==> config.mk <==
export PLATFORM = sky130hd
export DESIGN_NAME = uart_tx_arbiter
export DESIGN_NICKNAME = d
export VERILOG_FILES = /design/src/rtl/uart_tx_arbiter.sv
export SDC_FILE = /design/constraint.sdc
export NUM_CORES = 1
export LEC_CHECK = 0
export CAP_MARGIN = 10
export CORE_MARGIN = 2
export CORE_UTILIZATION = 33
export CTS_CLUSTER_DIAMETER = 150
export DETAILED_ROUTE_END_ITERATION = 6
export MAX_ROUTING_LAYER = met4
export SYNTH_ARGS = -nofsm -noshare
export SYNTH_HDL_FRONTEND = slang
export SYNTH_SLANG_ARGS = --single-unit
==> constraint.sdc <==
create_clock -name clk -period 3.9 [get_ports clk]
set_input_delay 0.78 -clock clk [delete_from_list [all_inputs] [get_ports clk]]
set_output_delay 0.78 -clock clk [all_outputs]
set_load 0.03 [all_outputs]
==> src/rtl/uart_tx_arbiter.sv <==
// uart_tx_arbiter
// Shares one UART transmit holding register between NUM_REQ byte-stream
// requesters. Arbitration is round-robin from a rotating pointer. With LOCK=1
// the current owner keeps the grant across consecutive bytes until it flags
// the last byte of its packet, stops presenting data, or reaches MAX_BURST
// bytes. With LOCK=0 the grant is released after every byte.
module uart_tx_arbiter #(
  parameter int NUM_REQ   = 4,
  parameter int MAX_BURST = 64,
  parameter int LOCK      = 1
) (
  input  logic                 clk,
  input  logic                 reset_n,
  input  logic [NUM_REQ*8-1:0] req_data,
  input  logic [NUM_REQ-1:0]   req_vld,
  input  logic [NUM_REQ-1:0]   req_last,
  output logic [NUM_REQ-1:0]   req_rdy,
  output logic [7:0]           txd,
  output logic                 tx_vld,
  input  logic                 tx_done,
  output logic [NUM_REQ-1:0]   grant,
  output logic                 busy
);

  localparam int               PTR_W      = $clog2(NUM_REQ);
  localparam logic [PTR_W-1:0] PTR_RST    = PTR_W'(NUM_REQ - 1);
  // cnt is compared before the increment, so the limit test is cnt == MAX_BURST-1
  localparam logic [7:0]       BURST_LAST = 8'(MAX_BURST - 1);

  typedef enum logic [1:0] {
    ST_IDLE = 2'd0,
    ST_LOAD = 2'd1,
    ST_WAIT = 2'd2
  } state_t;

  state_t               state_q,  state_d;
  logic [PTR_W-1:0]     ptr_q,    ptr_d;
  logic [PTR_W-1:0]     owner_q,  owner_d;
  logic [7:0]           cnt_q,    cnt_d;
  logic                 last_q,   last_d;
  logic [NUM_REQ-1:0]   grant_q,  grant_d;
  logic [7:0]           txd_q,    txd_d;
  logic                 tx_vld_q, tx_vld_d;

  logic                 pick_vld_s;
  logic [PTR_W-1:0]     pick_idx_s;
  logic                 owner_vld_s;
  logic                 owner_last_s;
  logic [7:0]           owner_data_s;
  logic                 release_s;

  // One-hot encoding of a requester index.
  function automatic logic [NUM_REQ-1:0] to_onehot(input logic [PTR_W-1:0] idx);
    logic [NUM_REQ-1:0] v;
    v      = '0;
    v[idx] = 1'b1;
    return v;
  endfunction

  // Round-robin search: first requester with req_vld set, starting at ptr+1 and wrapping.
  always_comb begin
    logic [PTR_W-1:0] cand;
    pick_vld_s = 1'b0;
    pick_idx_s = ptr_q;
    cand       = ptr_q;
    for (int k = 1; k <= NUM_REQ; k++) begin
      cand = PTR_W'((int'(ptr_q) + k) % NUM_REQ);
      if (!pick_vld_s && req_vld[cand]) begin
        pick_vld_s = 1'b1;
        pick_idx_s = cand;
      end else begin
        pick_vld_s = pick_vld_s;
      end
    end
  end

  // Current owner's request lines and the end-of-grant decision taken on tx_done.
  always_comb begin
    owner_vld_s  = req_vld[owner_q];
    owner_last_s = req_last[owner_q];
    owner_data_s = req_data[{owner_q, 3'b000} +: 8];
    release_s    = (LOCK == 0) || last_q || (cnt_q == BURST_LAST) || !owner_vld_s;
  end

  // State register and datapath registers with synchronous active-low reset.
  always_ff @(posedge clk) begin
    if (!reset_n) begin
      state_q  <= ST_IDLE;
      ptr_q    <= PTR_RST;
      owner_q  <= '0;
      cnt_q    <= 8'd0;
      last_q   <= 1'b0;
      grant_q  <= '0;
      txd_q    <= 8'h00;
      tx_vld_q <= 1'b0;
    end else begin
      state_q  <= state_d;
      ptr_q    <= ptr_d;
      owner_q  <= owner_d;
      cnt_q    <= cnt_d;
      last_q   <= last_d;
      grant_q  <= grant_d;
      txd_q    <= txd_d;
      tx_vld_q <= tx_vld_d;
    end
  end

  // Next-state logic: arbitrate in IDLE, take the byte in LOAD, hold it in WAIT until tx_done.
  always_comb begin
    state_d  = state_q;
    ptr_d    = ptr_q;
    owner_d  = owner_q;
    cnt_d    = cnt_q;
    last_d   = last_q;
    grant_d  = grant_q;
    txd_d    = txd_q;
    tx_vld_d = tx_vld_q;
    case (state_q)
      ST_IDLE: begin
        cnt_d = 8'd0;
        if (pick_vld_s) begin
          grant_d = to_onehot(pick_idx_s);
          owner_d = pick_idx_s;
          state_d = ST_LOAD;
        end else begin
          grant_d = '0;
        end
      end
      ST_LOAD: begin
        if (owner_vld_s) begin
          txd_d    = owner_data_s;
          last_d   = owner_last_s;
          tx_vld_d = 1'b1;
          state_d  = ST_WAIT;
        end else begin
          // owner dropped its request while granted: give the slot away
          ptr_d   = owner_q;
          grant_d = '0;
          state_d = ST_IDLE;
        end
      end
      ST_WAIT: begin
        if (tx_done) begin
          tx_vld_d = 1'b0;
          cnt_d    = cnt_q + 8'd1;
          if (release_s) begin
            ptr_d   = owner_q;
            grant_d = '0;
            state_d = ST_IDLE;
          end else begin
            state_d = ST_LOAD;
          end
        end else begin
          tx_vld_d = 1'b1;
        end
      end
      default: begin
        state_d  = ST_IDLE;
        grant_d  = '0;
        tx_vld_d = 1'b0;
      end
    endcase
  end

  // Outputs: ready is a same-cycle acknowledge to the owner in LOAD; busy flags any non-IDLE state.
  always_comb begin
    busy = (state_q != ST_IDLE);
    if (state_q == ST_LOAD) begin
      req_rdy = grant_q & req_vld;
    end else begin
      req_rdy = '0;
    end
  end

  assign grant  = grant_q;
  assign txd    = txd_q;
  assign tx_vld = tx_vld_q;

endmodule

==> results of run 1 <==
[cells in the final DEF, fill, tap and decap left out, types with 4 or more instances in the layout]
cell                              count
sky130_fd_sc_hd__a21oi_1             10
sky130_fd_sc_hd__a31o_1               4
sky130_fd_sc_hd__and3_1               5
sky130_fd_sc_hd__clkbuf_8             4
sky130_fd_sc_hd__clkdlybuf4s50_1     60
sky130_fd_sc_hd__dfxtp_1             28
sky130_fd_sc_hd__ha_1                 5
sky130_fd_sc_hd__inv_1                7
sky130_fd_sc_hd__mux2i_1             12
sky130_fd_sc_hd__mux4_2               9
sky130_fd_sc_hd__nand2_1              8
sky130_fd_sc_hd__nand2b_1             4
sky130_fd_sc_hd__nand3_1              7
sky130_fd_sc_hd__nor2_1              19
sky130_fd_sc_hd__o21ai_0              4
[power groups by stage]
stage / clock (mW) / combinational, mW / sequential, mW
finish: 0.182 / 0.364 / 0.365
global route: 0.202 / 0.391 / 0.374
CTS: 0.189 / 0.366 / 0.366
detailed placement: 0 / 0.365 / 0.373
global placement: 0 / 0.365 / 0.372
floorplan: 0 / 0.228 / 0.378
[final cells by class]
cell class              count  area (um^2)
clock buffers               4         55.1
fillers                   467         2410
repair buffers             61          608
multi-input cells         129         1040
flip-flops and latches     28          561
well taps                  67         83.8
inverters                   7         26.3
[worst min-delay path by stage]
stage	endpoint	slack, ns	depth (start not counted)
2_1_floorplan	cnt_q[7]	0.45	2
3_3_place_gp	txd[0]	0.47	2
3_5_place_dp	cnt_q[7]	0.48	2
4_1_cts	cnt_q[7]	0.50	2
5_1_grt	cnt_q[6]	0.54	2
6_report	cnt_q[7]	0.50	2
[routing by layer]
metal / vias to the layer above / global-route usage, % / wire length (um)
met2: 24 / 25.0 / 2200
met5: - / - / 0
li1: 748 / - / -
met3: 2 / 3.08 / 115
met1: 724 / 21.3 / 1960
met4: 0 / 3.37 / 28
[cells by family after synthesis]
| family | count (synthesis) | synth area share (%) |
|---|---|---|
| xor+xnor | 3 | 1.58 |
| compound gates | 31 | 13.3 |
| fa+ha+maj | 5 | 3.77 |
| buf+inv | 14 | 3.54 |
| simple gates | 65 | 20.8 |
| mux | 25 | 23.3 |
| flops | 28 | 33.8 |
[state kept, by name, indices dropped and copies added, names as in the netlist]
name     count
tx_vld       1
grant        4
owner_q      2
cnt_q        8
ptr_q        2
txd          8
last_q       1
state_q      2
[tightest hold or removal path: cells and delay by family, from the launching register on]
family         cells  cell delay (ns)
AO/OA/AOI/OAI      2             0.13
flip-flops         1             0.33
==> Flow_metrics.wiki, run 1 <==
{| class="wikitable"
! Metric !! Value
|-
| Endpoints failing hold || 0
|-
| Ranking of synthesized cells by area || sky130_fd_sc_hd__dfxtp_1 (34%), sky130_fd_sc_hd__mux4_2 (12%), sky130_fd_sc_hd__mux2i_1 (7.2%), sky130_fd_sc_hd__nor2_1 (4.3%), sky130_fd_sc_hd__ha_1 (3.8%)
|-
| EDFF count, synth || 0
|-
| Cell Rows || 25
|-
| Pwr/cell area || 384 mW/mm^2
|-
| Endpoint of the worst register-to-register path || txd[4]
|-
| Clock sink total || 28
|-
| Most common flop cell mapped by yosys || sky130_fd_sc_hd__dfxtp_1
|-
| Top Family by Delay on Critical Path || buffers and inverters
|-
| Routed via count || 1498
|-
| Kind of critical path || in -> out
|-
| Startpoint Class || input pin
|-
| Synth Instances || 171
|-
| Total design power || 0.912 mW
|-
| Synth unique cells || 42
|-
| DRC errors left || 0
|-
| TritonCTS clock tree || built
|-
| Worst slack at placement || 0.902 ns
|-
| Drt wl/cell || 14.5 um
|-
| Placed cell areas || 0.00232 mm^2
|-
| Largest vdd supply drop || 0.000237 V
|-
| Switching Fraction || 34.2%
|-
| GPL Wtd Cong || 0.785
|-
| Count leader, synth || sky130_fd_sc_hd__dfxtp_1
|-
| Design Area, Final || 0.00237 mm^2
|-
| Crit path buf inv count || 2
|-
| Number of placed instances with taps included || 292
|-
| Number of synthesized register bits || 28
|-
| Total leakage power || 0.913 nW
|-
| Number of standard cells in the layout, taps in and fillers out || 296
|-
| Buffer levels on the longest clock path || 2
|-
| Diode insertion count for antenna repair || 0
|-
| Post-synth top area share || 33.8%
|-
| Number of failing setup endpoints in the final timing report || 0
|-
| P_sw || 0.311 mW
|-
| Worst slew margin || 51.0%
|-
| CTS Hold Bufs || 0
|-
| Global-route total usage across every layer || 15.9%
|-
| Largest net degree at the start of global routing || 18
|-
| Critical path depth || 3
|-
| Cells on worst reg2reg path || 4
|-
| Post-CTS Resized || 0
|-
| Avg Cell Area, Syn || 9.71 um^2
|-
| Fraction of layout instances using a drive strength above 1 || 8.73%
|-
| Setup repair after global routing missed its margin || false
|-
| DIE HEIGHT || 74.9 um
|-
| Total Die Area || 0.00561 mm^2
|-
| Crit share post-route || 77.0%
|-
| Share of async-settable or async-resettable flops after synthesis || 0%
|-
| Worst setup slack for register-to-register paths || 1.76 ns
|-
| Effective utilization at floorplan || 34.7%
|-
| Die Width || 74.9 um
|-
| Worst setup EP type || output port
|-
| Data required time at the worst endpoint || 3.12 ns
|-
| Relative area change from synthesis to final layout || 43.0%
|-
| Number of port buffers || 60
|-
| Count of TritonRoute iterations in the first routing pass || 4
|-
| Final Slew Violations || 0
|-
| Setup ws final || 0.896 ns
|-
| Class of the most critical hold timing path || reg -> reg
|-
| Leading post-synthesis cells by instance count || sky130_fd_sc_hd__dfxtp_1 (28), sky130_fd_sc_hd__nor2_1 (19), sky130_fd_sc_hd__mux2i_1 (12), sky130_fd_sc_hd__a21oi_1 (10), sky130_fd_sc_hd__mux4_2 (9)
|-
| Source of the critical timing path || req_vld[1]
|-
| Initial antenna violation count || 0
|-
| IO Count || 61
|-
| CP arrival || 2.22 ns
|-
| Post-layout util || 49.6%
|-
| CTS H-tree lvls || 1
|-
| Internal portion of total power || 0.600 mW
|-
| Critical path's slowest cell || sky130_fd_sc_hd__clkdlybuf4s50_1
|-
| Number of DRC violations after detailed-routing iteration 0 || 75
|-
| Crit Reg-Reg Startpoint || owner_q[0]
|-
| Placed wire-length estimate || 3340 um
|-
| Highest clock rate || 333 MHz
|-
| Antenna-violating nets left || 0
|-
| # Post-CTS Setup Buffers || 0
|-
| Number of buffers created by CTS || 3
|-
| Clock Latency Late Sink || 0.28 ns
|-
| Share of synthesized area occupied by flip-flops and latches || 33.8%
|-
| Final wirelength || 4310 um
|-
| Maxcap violations || 0
|-
| Critical Path Most Common Cell || sky130_fd_sc_hd__clkdlybuf4s50_1
|-
| Total Neg Setup Slack || 0 ns
|-
| Total grt overflow || 0
|-
| Min Tclk post-route || 3.00 ns
|-
| Register share of total power || 40.1%
|-
| Area leader, netlist || sky130_fd_sc_hd__dfxtp_1
|-
| Worst-case hold slack || 0.498 ns
|-
| Biggest cell delay along the critical path || 0.68 ns
|-
| Combinational share of power || 39.9%
|-
| Syn Nets || 219
|-
| Part of the total power dissipated in the clock network || 20.0%
|-
| Global-route wire length before repair || 6750 um
|-
| Number of nets in the layout || 278
|-
| Ratio of routed vias to standard cells || 5.06
|-
| Run status || complete, no violations
|-
| Post-CTS clock slew at the launch and capture registers of the worst setup and hold paths || 0.10 ns
|-
| Worst-path maximum fanout || 6
|-
| Worst setup path endpoint || req_rdy[1]
|-
| Buffer type at the clock tree root || sky130_fd_sc_hd__clkbuf_8
|-
| Hold path startpoint || cnt_q[7]
|-
| Number of warnings reported in the yosys synthesis log || 0
|-
| CP cell instances || clkdlybuf4s50_1 -> and3_1 -> clkdlybuf4s50_1
|-
| Syn Std Cell Area || 0.00166 mm^2
|-
| Post-route clock skew || 0.00568 ns
|-
| Worst-Margin Slew || 0.734 ns
|-
| Core Region || 0.00479 mm^2
|-
| Via count of the first global-routing pass || 1417
|}
Power figures use the tool's default switching activity.
==> run 2: changes to the inputs <==
==> constraint.sdc (replaced) <==
create_clock -name clk -period 2.9 [get_ports clk]
set_input_delay 0.58 -clock clk [delete_from_list [all_inputs] [get_ports clk]]
set_output_delay 0.58 -clock clk [all_outputs]
set_load 0.03 [all_outputs]
==> Flow_metrics.wiki, run 2 (synthesis gave the netlist of run 1 again) <==
{| class="wikitable"
! Metric !! Value
|-
| GPL Wtd Cong || 0.795
|-
| Endpoints failing hold || 0
|-
| Buffer type at the clock tree root || sky130_fd_sc_hd__clkbuf_8
|-
| IO Count || 61
|-
| Buffer levels on the longest clock path || 2
|-
| Post-CTS Resized || 0
|-
| Design Area, Final || 0.00241 mm^2
|-
| Clock Latency Late Sink || 0.28 ns
|-
| Most frequent cells in the layout || sky130_fd_sc_hd__clkdlybuf4s50_1 (60), sky130_fd_sc_hd__dfxtp_1 (28), sky130_fd_sc_hd__nor2_1 (19)
|-
| Crit path buf inv count || 2
|-
| Via count of the first global-routing pass || 1408
|-
| Initial antenna violation count || 0
|-
| Die Width || 74.9 um
|-
| Antenna-violating nets left || 0
|-
| Startpoint Class || flip-flop
|-
| Final Slew Violations || 0
|-
| Maxcap violations || 0
|-
| Setup repair after global routing missed its margin || false
|-
| Total leakage power || 0.930 nW
|-
| Most common cell after layout, fill and taps aside || sky130_fd_sc_hd__clkdlybuf4s50_1
|-
| Number of buffers created by CTS || 3
|-
| Cell Rows || 25
|-
| Placed wire-length estimate || 3400 um
|-
| Effective utilization at floorplan || 34.7%
|-
| # Post-CTS Setup Buffers || 0
|-
| Clock sink total || 28
|-
| CP cell instances || inv_1 -> ha_1 -> and3_1 -> clkdlybuf4s50_1
|-
| DRC errors left || 0
|-
| Placed cell areas || 0.00233 mm^2
|-
| Post-CTS clock slew at the launch and capture registers of the worst setup and hold paths || 0.11 ns
|-
| Core Region || 0.00479 mm^2
|-
| Worst setup EP type || output port
|-
| Biggest cell delay along the critical path || 0.67 ns
|-
| Number of DRC violations after detailed-routing iteration 0 || 71
|-
| Worst-Margin Slew || 0.656 ns
|-
| TritonCTS clock tree || built
|-
| Final wirelength || 4440 um
|-
| Ratio of routed vias to standard cells || 5.06
|-
| DIE HEIGHT || 74.9 um
|-
| Post-route clock skew || 0.0116 ns
|-
| Count of TritonRoute iterations in the first routing pass || 4
|-
| CTS H-tree lvls || 1
|-
| Total grt overflow || 0
|-
| Largest vdd supply drop || 0.000497 V
|-
| Relative area change from synthesis to final layout || 44.9%
|-
| Routed via count || 1509
|-
| Number of port buffers || 60
|-
| Kind of critical path || reg -> out
|-
| Min Tclk post-route || 2.68 ns
|-
| Top Family by Delay on Critical Path || buffers and inverters
|-
| Crit share post-route || 92.3%
|-
| Worst-path maximum fanout || 10
|-
| CP arrival || 2.10 ns
|-
| Highest clock rate || 374 MHz
|-
| Total Neg Setup Slack || 0 ns
|-
| Diode insertion count for antenna repair || 0
|-
| Run status || complete, no violations
|-
| CTS Hold Bufs || 0
|-
| Number of nets in the layout || 280
|-
| Worst-case hold slack || 0.504 ns
|-
| Worst slew margin || 55.8%
|-
| Post-layout util || 50.3%
|-
| Data required time at the worst endpoint || 2.32 ns
|-
| Critical path's slowest cell || sky130_fd_sc_hd__clkdlybuf4s50_1
|-
| Total Die Area || 0.00561 mm^2
|-
| Fraction of layout instances using a drive strength above 1 || 9.52%
|-
| Largest net degree at the start of global routing || 17
|-
| Number of failing setup endpoints in the final timing report || 0
|-
| Class of the most critical hold timing path || reg -> reg
|-
| Pwr/cell area || 541 mW/mm^2
|-
| Drt wl/cell || 14.9 um
|-
| Global-route total usage across every layer || 16.3%
|-
| Global-route wire length before repair || 6800 um
|}
[run 2: cell count changes in the layout (fill, tap and decap cells not counted), sizes merged]
| cell | delta |
|---|---|
| buf | +2 |
| clkbuf | -1 |
| bufinv | +1 |
[run 2: area by class of cell]
class | count | area (um^2)
Clock buffer | 3 | 41.3
Clock inverter | 1 | 30.0
Fill cell | 470 | 2380
Inverter | 7 | 26.3
Multi-Input combinational cell | 129 | 1040
Sequential cell | 28 | 561
Tap cell | 67 | 83.8
Timing Repair Buffer | 63 | 623
[run 2: worst paths after layout]
| path | to | cells past startpoint | start | slack [ns] |
|---|---|---|---|---|
| max reg2reg | grant[1] | 6 | state_q[0] | 0.99 |
| min reg2reg | txd[2] | 2 | txd[2] | 0.50 |
| min | txd[2] | 2 | txd[2] | 0.50 |
| max | req_rdy[1] | 4 | state_q[1] | 0.22 |
[run 2: power breakdown]
part           switching [mW]  internal (mW)  total, mW
combinational           0.249          0.262      0.511
clock                   0.131          0.185      0.316
sequential             0.0456          0.428      0.474
total                   0.425          0.876       1.30
[run 2: worst reg2reg max path: stages (launching register included)]
cell                       delay, ns
sky130_fd_sc_hd__dfxtp_1        0.35
sky130_fd_sc_hd__inv_1          0.11
sky130_fd_sc_hd__ha_1           0.41
sky130_fd_sc_hd__nor2b_1        0.35
sky130_fd_sc_hd__o221ai_4       0.20
sky130_fd_sc_hd__and2_4         0.22
sky130_fd_sc_hd__a31o_1         0.17
[run 2: through the flow]
| step | instances | setup slack, ns | power [mW] |
|---|---|---|---|
| 2_1_floorplan | 171 | 1.24 | 0.814 |
| 3_3_place_gp | 294 | 0.314 | 0.997 |
| 3_5_place_dp | 294 | 0.307 | 0.999 |
| 4_1_cts | 298 | 0.221 | 1.32 |
| 5_1_grt | 298 | 0.112 | 1.38 |
| 6_report | 298 | 0.223 | 1.30 |
[run 2: per-layer routing]
metal	GRT usage, %	routed length [um]
met4	3.57	40
met5	-	0
met1	20.5	1990
met3	3.35	115
met2	27.1	2290
==> run 3: changes to the inputs <==
--- a/config.mk
+++ b/config.mk
@@ -5,7 +5,7 @@
 export SDC_FILE = /design/constraint.sdc
 export NUM_CORES = 1
 export LEC_CHECK = 0
-export CAP_MARGIN = 10
+export CAP_MARGIN = 20
 export CORE_MARGIN = 2
 export CORE_UTILIZATION = 33
 export CTS_CLUSTER_DIAMETER = 150
==> results of run 3 <==
Same layout as run 2: the final DEF is identical, and so are final timing and power.
